==> src/rtl/div_pkg.sv <==
// Shared definitions for the iterative restoring divider.
//   DIV_WIDTH : default operand width
//   DIV_ITERS : restoring steps per divide (one quotient bit each)
//   DIV_CNT_W : width of the iteration counter
//   div_state_e : controller state encoding
package div_pkg;

  localparam int DIV_WIDTH = 32;
  localparam int DIV_ITERS = DIV_WIDTH;
  localparam int DIV_CNT_W = $clog2(DIV_ITERS);

  typedef enum logic [1:0] {
    S_IDLE = 2'b00,
    S_ON   = 2'b01,
    S_DONE = 2'b10
  } div_state_e;

endpackage

==> src/rtl/div_step.sv <==
// One radix-2 restoring iteration, purely combinational.
// Ports:
//   i_rem      : partial remainder before the step
//   i_dvd      : dividend shift register (quotient bits fill from the LSB)
//   i_dvs      : divisor magnitude
//   o_rem      : partial remainder after the step
//   o_dvd      : dividend/quotient register after the step
module div_step #(
  parameter int W = 32
) (
  input  logic [W-1:0] i_rem,
  input  logic [W-1:0] i_dvd,
  input  logic [W-1:0] i_dvs,
  output logic [W-1:0] o_rem,
  output logic [W-1:0] o_dvd
);

  logic [W:0] w_shifted;
  logic [W:0] w_trial;
  logic       w_qbit;

  // The shifted remainder can need W+1 bits; the trial result always fits
  // back into W bits when it is non-negative because it is below the divisor.
  assign w_shifted = {i_rem, i_dvd[W-1]};
  assign w_trial   = w_shifted - {1'b0, i_dvs};
  assign w_qbit    = ~w_trial[W];

  assign o_rem = w_qbit ? w_trial[W-1:0] : w_shifted[W-1:0];
  assign o_dvd = {i_dvd[W-2:0], w_qbit};

endmodule

==> src/rtl/div_unit.sv <==
// Iterative signed/unsigned divider for the execute stage.
// Ports:
//   clk, rst    : core clock, synchronous active-high reset
//   start       : divide request level, held while the DIV/DIVU is in EX
//   signed_div  : 1 = signed DIV, 0 = DIVU
//   opdata1/2   : dividend / divisor
//   annul       : kills the in-flight divide
//   result      : {remainder, quotient}, held until the next completion
//   ready       : result valid (one cycle)
//   stall       : pipeline hold request
//
// state  | meaning
// S_IDLE | waiting for start
// S_ON   | iterating, one quotient bit per clock
// S_DONE | result valid for one cycle
module div_unit
  import div_pkg::*;
#(
  parameter int WIDTH = DIV_WIDTH
) (
  input  logic               clk,
  input  logic               rst,
  input  logic               start,
  input  logic               signed_div,
  input  logic [WIDTH-1:0]   opdata1,
  input  logic [WIDTH-1:0]   opdata2,
  input  logic               annul,
  output logic [2*WIDTH-1:0] result,
  output logic               ready,
  output logic               stall
);

  localparam int CW = $clog2(WIDTH);
  localparam logic [CW-1:0] LAST_CNT = CW'(WIDTH - 1);

  div_state_e r_state, w_state_nxt;

  logic [CW-1:0]      r_cnt;
  logic [WIDTH-1:0]   r_dvd;
  logic [WIDTH-1:0]   r_dvs;
  logic [WIDTH-1:0]   r_rem;
  logic               r_q_neg;
  logic               r_r_neg;
  logic [2*WIDTH-1:0] r_result;

  logic [WIDTH-1:0]   w_abs1;
  logic [WIDTH-1:0]   w_abs2;
  logic [WIDTH-1:0]   w_rem_nxt;
  logic [WIDTH-1:0]   w_dvd_nxt;
  logic [WIDTH-1:0]   w_q_fix;
  logic [WIDTH-1:0]   w_r_fix;
  logic               w_div0;

  // Most-negative operand wraps back to itself under negation; the
  // unsigned magnitude 2^(WIDTH-1) is still correct for the iteration.
  assign w_abs1 = (signed_div & opdata1[WIDTH-1]) ? -opdata1 : opdata1;
  assign w_abs2 = (signed_div & opdata2[WIDTH-1]) ? -opdata2 : opdata2;
  assign w_div0 = (opdata2 == '0);

  div_step #(.W(WIDTH)) u_step (
    .i_rem (r_rem),
    .i_dvd (r_dvd),
    .i_dvs (r_dvs),
    .o_rem (w_rem_nxt),
    .o_dvd (w_dvd_nxt)
  );

  assign w_q_fix = r_q_neg ? -w_dvd_nxt : w_dvd_nxt;
  assign w_r_fix = r_r_neg ? -w_rem_nxt : w_rem_nxt;

  always_ff @(posedge clk) begin
    if (rst) r_state <= S_IDLE;
    else     r_state <= w_state_nxt;
  end

  always_comb begin
    w_state_nxt = r_state;
    if (annul) begin
      w_state_nxt = S_IDLE;
    end else begin
      case (r_state)
        S_IDLE:  if (start) w_state_nxt = w_div0 ? S_DONE : S_ON;
        S_ON:    if (r_cnt == LAST_CNT) w_state_nxt = S_DONE;
        S_DONE:  w_state_nxt = S_IDLE;
        default: w_state_nxt = S_IDLE;
      endcase
    end
  end

  always_comb begin
    ready = (r_state == S_DONE);
    stall = start & ~ready;
  end

  always_ff @(posedge clk) begin
    if (rst) begin
      r_cnt    <= '0;
      r_dvd    <= '0;
      r_dvs    <= '0;
      r_rem    <= '0;
      r_q_neg  <= 1'b0;
      r_r_neg  <= 1'b0;
      r_result <= '0;
    end else if (!annul) begin
      case (r_state)
        S_IDLE: begin
          if (start) begin
            if (w_div0) begin
              r_result <= '0;
            end else begin
              r_dvd   <= w_abs1;
              r_dvs   <= w_abs2;
              r_rem   <= '0;
              r_cnt   <= '0;
              r_q_neg <= signed_div & (opdata1[WIDTH-1] ^ opdata2[WIDTH-1]);
              r_r_neg <= signed_div & opdata1[WIDTH-1];
            end
          end
        end
        S_ON: begin
          r_rem <= w_rem_nxt;
          r_dvd <= w_dvd_nxt;
          r_cnt <= r_cnt + 1'b1;
          if (r_cnt == LAST_CNT) r_result <= {w_r_fix, w_q_fix};
        end
        default: ;
      endcase
    end
  end

  assign result = r_result;

endmodule
==> config.mk <==
export PLATFORM = sky130hd
export DESIGN_NAME = div_unit
export DESIGN_NICKNAME = d
export VERILOG_FILES = /design/src/rtl/div_pkg.sv /design/src/rtl/div_step.sv /design/src/rtl/div_unit.sv
export SDC_FILE = /design/constraint.sdc
export NUM_CORES = 1
export LEC_CHECK = 0
export CORE_MARGIN = 2
export CORE_UTILIZATION = 64
export CTS_BUF_LIST = sky130_fd_sc_hd__clkbuf_8
export CTS_CLUSTER_DIAMETER = 40
export DETAILED_ROUTE_END_ITERATION = 10
export PLACE_DENSITY = 0.89
export SLEW_MARGIN = 30
export SYNTH_ARGS = -nofsm -noshare
export SYNTH_HDL_FRONTEND = slang
export SYNTH_SLANG_ARGS = --single-unit
==> constraint.sdc <==
create_clock -name clk -period 8.2 [get_ports clk]
set_input_delay 1.64 -clock clk [delete_from_list [all_inputs] [get_ports clk]]
set_output_delay 1.64 -clock clk [all_outputs]
set_load 0.02 [all_outputs]
# ---- After elaboration in Yosys (flattened, before gate mapping)
# Cells that the tools add are included.
# Widths: inputs -> output; s select.
dict set report totals {
  reg_bits 169
  inputBits 69
  out_inout_bits 66
  wordCells 60
}
dict set report op_classes {
  addsub 6
  eq_ne 7
  muxes 22
  n_bitwise 9
  n_reduce_logical 8
}
# cell count
set ops {}
lappend ops {{$mux 32} 9}
lappend ops {{$mux 64} 3}
lappend ops {{$neg 32->32} 4}
lappend ops {{$pmux 32 s2} 2}
lappend ops {{$pmux 64 s2} 1}
lappend ops {{$sub 33x32->33} 1}
lappend ops {{$logic_not 32->1} 1}
lappend ops {{$mux 5} 2}
lappend ops {{$pmux 5 s2} 1}
lappend ops {{$ne 2x2->1 const B} 4}
lappend ops {{$reduce_and 4->1} 2}
lappend ops {{$mux 2} 3}
lappend ops {{$add 5x1->5 const B} 1}
lappend ops {{$eq 5x5->1 const B} 1}
lappend ops {{$reduce_and 5->1} 1}
lappend ops {{$and 1x1->1} 4}
lappend ops {{$not 1->1} 4}
lappend ops {{$pmux 2 s2} 1}
lappend ops {{$eq 2x1->1 const B} 1}
lappend ops {{$eq 2x2->1 const B} 1}
lappend ops {{$logic_not 2->1} 1}
lappend ops {{$reduce_and 2->1} 1}
lappend ops {{$reduce_bool 2->1} 1}
lappend ops {{$reduce_or 2->1} 1}
lappend ops {{$xor 1x1->1} 1}

# ---- Depth between registers and ports, before layout
# Gate-level depths: netlist of run 1.
dict set report logic_depth {
  word_depth 6
  ltp_mapped 24
}

# ---- Modules after synthesis
# A second synthesis of run 1 with hierarchy kept.
dict set report hier_totals {
  cells_unflattened 1411
  area_unflattened_um2 11403.4
}
# module n_inst cells_per_inst area_per_inst_um2 seq_area_each_um2
set by_module_without_submodules {}
lappend by_module_without_submodules {div_unit 1 1068 8907.3 3383.2}
lappend by_module_without_submodules {div_step 1 343 2496.1 0.0}

# ---- Worst setup path before layout of run 1
# OpenSTA, ideal clock, no wires.
dict set report synth_path {
  path_type {register -> register}
  start {reg r_dvd[31]}
  end {reg r_result[56] (netlist: result[56])}
  setup_ns 0.117
  arrival_ns 4.785
  slack_ns 3.298
  stages_incl_launch_ff 24
  path_buffers 4
  cell_sequence {dfxtp_1 > inv_1 > ha_1 > fa_1 > nor2b_4 > o31a_1 > o211ai_2 > a21o_1 > and3_1 > buf_6 > inv_2 > buf_2 > clkbuf_1 > clkbuf_1 > nor2_1 > a21oi_1 > ha_1 > nand2_1 > or3_1 > o41a_1 > o31ai_2 > a21boi_1 > xnor2_1 > a22o_1}
}
dict set report synth_via {
  elab_chain_len 6
}
# item line_no
set synth_rtl {}
lappend synth_rtl {{from (decl)} div_unit.sv:39} ;# logic [WIDTH-1:0] r_dvd;
lappend synth_rtl {{from (signal assigned)} div_unit.sv:111} ;# r_dvd <= w_abs1;
lappend synth_rtl {{from (signal assigned)} div_unit.sv:122} ;# r_dvd <= w_dvd_nxt;
lappend synth_rtl {{$sub 33x32->33} div_step.sv:25} ;# assign w_trial = w_shifted - {1'b0, i_dvs};
lappend synth_rtl {{$mux 32 (*)} div_step.sv:28} ;# assign o_rem = w_qbit ? w_trial[W-1:0] : w_shifted[W-1:0];
lappend synth_rtl {{$neg 32->32} div_unit.sv:69} ;# assign w_r_fix = r_r_neg ? -w_rem_nxt : w_rem_nxt;
lappend synth_rtl {{$mux 32 (*)} div_unit.sv:69}
lappend synth_rtl {{$mux 64 (*)} div_unit.sv:124} ;# if (r_cnt == LAST_CNT) r_result <= {w_r_fix, w_q_fix};
lappend synth_rtl {{$pmux 64 s2 (*)} div_unit.sv:105} ;# case (r_state)
lappend synth_rtl {{to (signal assigned)} div_unit.sv:124}
lappend synth_rtl {{to (decl)} div_unit.sv:44} ;# logic [2*WIDTH-1:0] r_result;
# Every way passes the cells marked *; elsewhere a longest branch is shown, timed or not. The select of a mux whose other input is x is not followed.
# A chain may end at the register's enable or synchronous reset.

# ---- Final worst setup path of run 1
dict set report layout_path {
  start {reg r_rem[12]}
  end {reg r_result[56] (netlist: result[56])}
}
dict set report layout_via {
  elab_chain_len 6
}
# item line_no
set layout_rtl {}
lappend layout_rtl {{from (decl)} div_unit.sv:41} ;# logic [WIDTH-1:0] r_rem;
lappend layout_rtl {{from (signal assigned)} div_unit.sv:121} ;# r_rem <= w_rem_nxt;
lappend layout_rtl {{$sub 33x32->33} div_step.sv:25}
lappend layout_rtl {{$mux 32 (*)} div_step.sv:28}
lappend layout_rtl {{$neg 32->32} div_unit.sv:69}
lappend layout_rtl {{$mux 32 (*)} div_unit.sv:69}
lappend layout_rtl {{$mux 64 (*)} div_unit.sv:124}
lappend layout_rtl {{$pmux 64 s2 (*)} div_unit.sv:105}
# Marks and branches as above.

==> flow_metrics.tcl, run 1 <==
set metrics [dict create \
    hpwlAfterDp_um 26800 \
    dieArea_um2 19600 \
    tightest_slew_ns 0.916 \
    vdd_drop_max_uv 155 \
    crit_required_ns 8.58 \
    dp_slack_ns 2.36 \
    synth_cell_type_count 87 \
    ctsHoldBuffers 0 \
    final-hold-violation-count 0 \
    root_buffer "clkbuf_8" \
    yosys_register_bits 169 \
    ff_latch_area_um2 3380 \
    wire_per_inst_um 19.5 \
    routed_wl_um 36200 \
    grt_first_pass_wirelength_um 58200 \
    worst_r2r_endpoint "result[56]$_SDFFE_PP0P_" \
    rows 49 \
    report.final.slew_viol_count 0 \
    grt_usage_pct 36.5 \
    final_cell_mix "nor2_1 (231), dfxtp_1 (168), clkdlybuf4s50_1 (133), nand2_1 (120), a21oi_1 (109)" \
    synthMuxAreaShare_pct 1.68 \
    synth_area_per_cell_um2 7.63 \
    finalWorstSetupSlack_ns 2.64 \
    drtIter0Drc 1019 \
    drc 0 \
    initial_core_util_pct 65.6 \
    grt_antenna_before_repair 0 \
    cts_resized 0 \
    synthXorXnorAreaFrac_pct 9.77 \
    num-fill-cells 1385 \
    io_buffer_count 134 \
    nNetsFinal 1720 \
    multiInputGateArea_um2 7880 \
    numCtsBuffers 17 \
    async_reset_ff_share_pct 0 \
    synthCells 1550 \
    worstPathArrival_ns 5.93 \
    place_congestion 0.971 \
    hp-start "r_dvs[22]$_SDFFE_PP0P_" \
    cellLeakagePower_nw 5.11 \
    relSlewSlack_pct 38.9 \
    synth_area_um2 11800 \
    fp.coreArea_um2 18000 \
    worstSkewPairLatency_ns 0.48 \
    antenna_left 0 \
    holdPathStages 2 \
    synthFlopType "dfxtp_1" \
    cts_max_level 4 \
    viasPerCell 6.48 \
    worstPathMaxFanout 45 \
    num_vias 12000 \
    syn_nets 1658 \
    cts_sinks 169 \
    first_global_vias 11600 \
    cp-startpoint "r_rem[12]$_SDFFE_PP0P_" \
    grt_max_degree 91 \
    critPathKind "flop to flop" \
    skew_ns 0.0201 \
    cts_setup_buffers 0 \
    ff2ff_path_depth 18 \
    n_antenna_cell 0 \
    r2r_slack_ns 2.64 \
    finalSetupViolations 0 \
    final_common_cell "nor2_1" \
    critical_path.endpoint_type "flop" \
    r2r_start "r_rem[12]$_SDFFE_PP0P_" \
    yosys.area_share.simple_pct 22.7 \
    die_h_um 140 \
    cts_tree "done" \
    power_mw 1.99 \
    pin_count 135 \
    grt_remaining_overflow 0 \
    clk_pin_slew_worst_paths_ns 0.10 \
    drtPass1Iterations 6 \
    seq_area_frac_synth_pct 28.6 \
    hold_path_end "r_dvs[22]$_SDFFE_PP0P_" \
    period_needed_ns 5.56 \
    cap_viol_max_count 0 \
    critPathLaunchType "flop" \
    final_layout_size_suffix_gt1_share_pct 5.17 \
    hold_path.class "flop to flop" \
    finalSetupTns_ns 0 \
    synth_top_family_by_area "compound AO/OA/AOI/OAI gates" \
    fin_crit_sh_pct 67.8 \
    status "finished, final reports clean" \
    clock.fmax_ghz 0.180 \
    yosys_warnings 0 \
    fin_util_pct 75.3 \
    rsz0062_at_grt "no" \
    synth_compound_area_share_pct 27.9 \
    die_w_um 140 \
    synth_edf_count 0 \
    power_density_nw_per_um2 146 \
    clockBufferDepth 2 \
    area_growth_pct 14.7 \
    synth_fa_ha_area_share_pct 4.19 \
]
where the power goes:
| group | switching, mW | internal (mW) |
|---|---|---|
| clock network | 0.348 | 0.308 |
| registers | 0.0263 | 0.843 |
| logic | 0.284 | 0.180 |
| total | 0.658 | 1.33 |
metal layers:
metal  vias up  track usage, %  share of wire (%)
met5         -               0                  0
met4         0            18.8                4.7
met1      5635            45.8                 41
met2       509            61.7                 48
li1       5766               -                  -
met3       111            4.65                6.2
stage by stage:
| step | std cells | hold WS (ns) | cell area [µm²] |
|---|---|---|---|
| 5_1_grt | 1854 | 0.484 | 13600 |
| 2_1_floorplan | 1550 | 0.432 | 11800 |
| 3_5_place_dp | 1822 | 0.456 | 13100 |
| 4_1_cts | 1854 | 0.467 | 13600 |
| 6_report | 1854 | 0.471 | 13600 |
| 3_3_place_gp | 1822 | 0.440 | 13100 |
kinds of logic (layout without fill, tap and decap cells):
logic type / count (synthesis) / after routing
AO/OA/AOI/OAI: 476 / 476
XOR/XNOR: 132 / 132
AND/OR/NAND/NOR: 564 / 564
adder cells (fa/ha/maj): 39 / 39
multiplexers: 19 / 19
flip-flops: 169 / 169
buffers and inverters: 151 / 226
worst max-delay path: stages (launching register included):
cell and delay, ns:
dfxtp_1 0.54, ha_1 0.45, a21oi_1 0.26, o21ai_1 0.22
a32oi_1 0.44, a21o_1 0.16, and3_1 0.14, buf_4 0.48
inv_2 0.13, a21oi_1 0.31, ha_1 0.31, nand2_1 0.10
nor4_1 0.55, nand3_1 0.18, o41a_1 0.17, o31ai_2 0.41
a21boi_1 0.26, xnor2_1 0.12, a22o_1 0.21
cells in the mapped netlist (all sizes together) (17+ instances only):
| master | n | area share, % |
|---|---|---|
| a22o | 29 | 2.1 |
| nor2 | 233 | 7.4 |
| buf | 31 | 1.3 |
| o31ai | 26 | 1.8 |
| a21oi | 111 | 4.8 |
| inv | 50 | 1.6 |
| o41ai | 21 | 1.6 |
| nor3 | 38 | 1.7 |
| clkbuf | 69 | 2.2 |
| a211oi | 68 | 4.4 |
| and2 | 21 | 1.1 |
| ha | 38 | 4.0 |
| nor4 | 17 | 1.0 |
| a22oi | 52 | 3.3 |
| or3 | 26 | 1.4 |
| nand3 | 21 | 0.89 |
| o21ai | 72 | 3.0 |
| xnor2 | 91 | 6.7 |
| xor2 | 41 | 3.0 |
| dfxtp | 169 | 29 |
| nand2 | 121 | 3.8 |
how the worst max path moves through the flow:
stage / to / slack (ns) / cells past startpoint
detailed placement: r_dvd[8]$_SDFFE_PP0P_ / 2.36 / 13
finish: result[56]$_SDFFE_PP0P_ / 2.64 / 18
floorplan: result[56]$_SDFFE_PP0P_ / 3.30 / 23
global placement: r_dvd[15]$_SDFFE_PP0P_ / 2.51 / 13
global route: result[56]$_SDFFE_PP0P_ / 2.31 / 18
CTS: r_dvd[5]$_SDFFE_PP0P_ / 2.85 / 13
area by class of cell:
cell class                 count  share of cell area (%)
tap                          229                    2.11
clock buffer                  17                    1.72
clock inverter                15                    1.38
sequential                   169                    24.9
timing repair buffer         143                    10.4
inverter                      51                    1.41
multi-input combinational   1230                    58.1
flip-flops by register name (all words and copies together) (netlist names):
name     count
r_state      2
r_r_neg      1
r_q_neg      1
r_dvd       32
r_cnt        5
r_rem       32
r_dvs       32
result      64
No activity file was read; power rests on OpenSTA's default activity.
==> run 2, diff against run 1 <==
--- a/config.mk
+++ b/config.mk
@@ -6,11 +6,11 @@
 export NUM_CORES = 1
 export LEC_CHECK = 0
 export CORE_MARGIN = 2
-export CORE_UTILIZATION = 64
+export CORE_UTILIZATION = 53
 export CTS_BUF_LIST = sky130_fd_sc_hd__clkbuf_8
 export CTS_CLUSTER_DIAMETER = 40
 export DETAILED_ROUTE_END_ITERATION = 10
-export PLACE_DENSITY = 0.89
+export PLACE_DENSITY = 0.79
 export SLEW_MARGIN = 30
 export SYNTH_ARGS = -nofsm -noshare
 export SYNTH_HDL_FRONTEND = slang
==> constraint.sdc (replaced) <==
create_clock -name clk -period 5.1 [get_ports clk]
set_input_delay 1.02 -clock clk [delete_from_list [all_inputs] [get_ports clk]]
set_output_delay 1.02 -clock clk [all_outputs]
set_load 0.02 [all_outputs]
==> run 2 against run 1 <==
  * Cell count is 3.5% higher
  * Register-to-register slack worse by 2.3 ns
  * Highest routed layer unchanged
  * Global-route usage is 5.1 points lower
  * Sequential share of layout area is 0.30 points lower
  * Power is 59% higher
  * Via count is 0.20% lower
==> flow_metrics.tcl, run 2 (synthesis gave the netlist of run 1 again) <==
set metrics [dict create \
    status "finished, final reports clean" \
    cellLeakagePower_nw 5.17 \
    report.final.slew_viol_count 0 \
    clock.fmax_ghz 0.210 \
    clockBufferDepth 2 \
    clk_pin_slew_worst_paths_ns 0.10 \
    grt_remaining_overflow 0 \
    power_density_nw_per_um2 231 \
    hpwlAfterDp_um 28400 \
    worstSkewPairLatency_ns 0.47 \
    rows 54 \
    finalSetupViolations 0 \
    grt_usage_pct 31.4 \
    worstPathCellList "inv_1, ha_1, fa_1, nor2b_4, o31a_1, o211ai_2, a21o_1, and3_1, inv_2, nor2_1, a21oi_1, ha_1, nand2_1, or3_1, o41a_1, o31ai_4, a21boi_1, xnor2_1, a22o_1" \
    crit_required_ns 5.47 \
    relSlewSlack_pct 44.4 \
    final_layout_size_suffix_gt1_share_pct 6.10 \
    grt_first_pass_wirelength_um 59900 \
    area_growth_pct 16.2 \
    fin_crit_sh_pct 93.3 \
    cts_setup_buffers 0 \
    cpLargestDelayFamily "compound AO/OA/AOI/OAI gates" \
    vdd_drop_max_uv 165 \
    period_needed_ns 4.76 \
    io_buffer_count 134 \
    cpMostUsedCell "ha_1" \
    dieArea_um2 23500 \
    grt_antenna_before_repair 0 \
    r2r_slack_ns 0.34 \
    critPathLaunchType "flop" \
    worstPathArrival_ns 5.13 \
    crit_path_top_delay_cell "fa_1" \
    numCtsBuffers 17 \
    routed_wl_um 37400 \
    finalWorstSetupSlack_ns 0.343 \
    place_congestion 0.995 \
    cts_max_level 4 \
    final_common_cell "nor2_1" \
    cap_viol_max_count 0 \
    drc 0 \
    dp_slack_ns 0.387 \
    wire_per_inst_um 19.5 \
    grt_max_degree 68 \
    critPathKind "flop to flop" \
    cts_tree "done" \
    nNetsFinal 1734 \
    drtIter0Drc 1119 \
    slowest_delay_ns 0.44 \
    final-hold-violation-count 0 \
    root_buffer "clkbuf_8" \
    die_h_um 153 \
    worstPathMaxFanout 15 \
    skew_ns 0.0181 \
    hold_path.class "flop to flop" \
    critical_path.endpoint_type "flop" \
    n_antenna_cell 0 \
    viasPerCell 6.25 \
    drtPass1Iterations 6 \
    power_mw 3.17 \
    finalSetupTns_ns 0 \
    die_w_um 153 \
    largest_reg_flops 64 \
    rsz0062_at_grt "no" \
    initial_core_util_pct 54.0 \
    num_vias 12000 \
    num-fill-cells 2007 \
    cts_sinks 169 \
    pin_count 135 \
    antenna_left 0 \
    final_cell_mix "nor2_1 (232), dfxtp_1 (168), clkdlybuf4s50_1 (133), nand2_1 (120), a21oi_1 (109)" \
    fp.coreArea_um2 21900 \
    tightest_slew_ns 0.829 \
    first_global_vias 11300 \
    path_buf_inv 2 \
]
## run 2: final timing paths
path | start | end | cells past startpoint
worst max-delay path | r_dvd[31]$_SDFFE_PP0P_ | result[56]$_SDFFE_PP0P_ | 19
worst min-delay path | r_dvs[22]$_SDFFE_PP0P_ | r_dvs[22]$_SDFFE_PP0P_ | 2
worst max register to register | r_dvd[31]$_SDFFE_PP0P_ | result[56]$_SDFFE_PP0P_ | 19
worst min register to register | r_dvs[22]$_SDFFE_PP0P_ | r_dvs[22]$_SDFFE_PP0P_ | 2
## run 2: layer usage
metal / global-route usage [%] / share of wire (%) / vias to the layer above
met4: 13.0 / 3.8 / 0
met1: 41.5 / 43 / 5666
met5: 0 / 0 / -
li1: - / - / 5795
met3: 5.67 / 6.3 / 96
met2: 50.6 / 46 / 440
## run 2: worst min-delay path: cells and delay by family, from the launching register on
family / cells / cell delay, ns
AOI/OAI and AO/OA: 1 / 0.05
and+or+nand+nor: 1 / 0.05
DFF: 1 / 0.32
## run 2: power by group
part | total (mW) | leakage (nW) | switching [mW] | internal (mW)
clock network | 1.01 | 0.207 | 0.593 | 0.416
registers | 1.40 | 1.37 | 0.0408 | 1.36
logic | 0.763 | 3.59 | 0.466 | 0.297
total | 3.17 | 5.17 | 1.10 | 2.07
## run 2: through the flow
| stage | cells | instance area, µm² | utilization, % | hold WS, ns |
|---|---|---|---|---|
| 2_1_floorplan | 1550 | 11800 | - | 0.432 |
| 3_3_place_gp | 1887 | 13300 | 60.8 | 0.444 |
| 3_5_place_dp | 1887 | 13300 | 60.8 | 0.444 |
| 4_1_cts | 1919 | 13700 | 62.7 | 0.459 |
| 5_1_grt | 1919 | 13700 | 62.8 | 0.499 |
| 6_report | 1919 | 13700 | 62.8 | 0.459 |
## run 2: layout make-up
type | instances | area [µm²] | share of cell area [%]
multi-input cells | 1230 | 7880 | 57.3
flip-flops and latches | 169 | 3380 | 24.6
repair buffers | 157 | 1520 | 11.1
well taps | 280 | 350 | 2.55
clock buffers | 17 | 234 | 1.70
inverters | 51 | 191 | 1.39
clock inverters | 15 | 180 | 1.31
## run 2: what timing repair did
action                                  CTS  global route
hold buffers                              0             0
gates resized for setup                   0             2
endpoints found under the setup margin    0             1
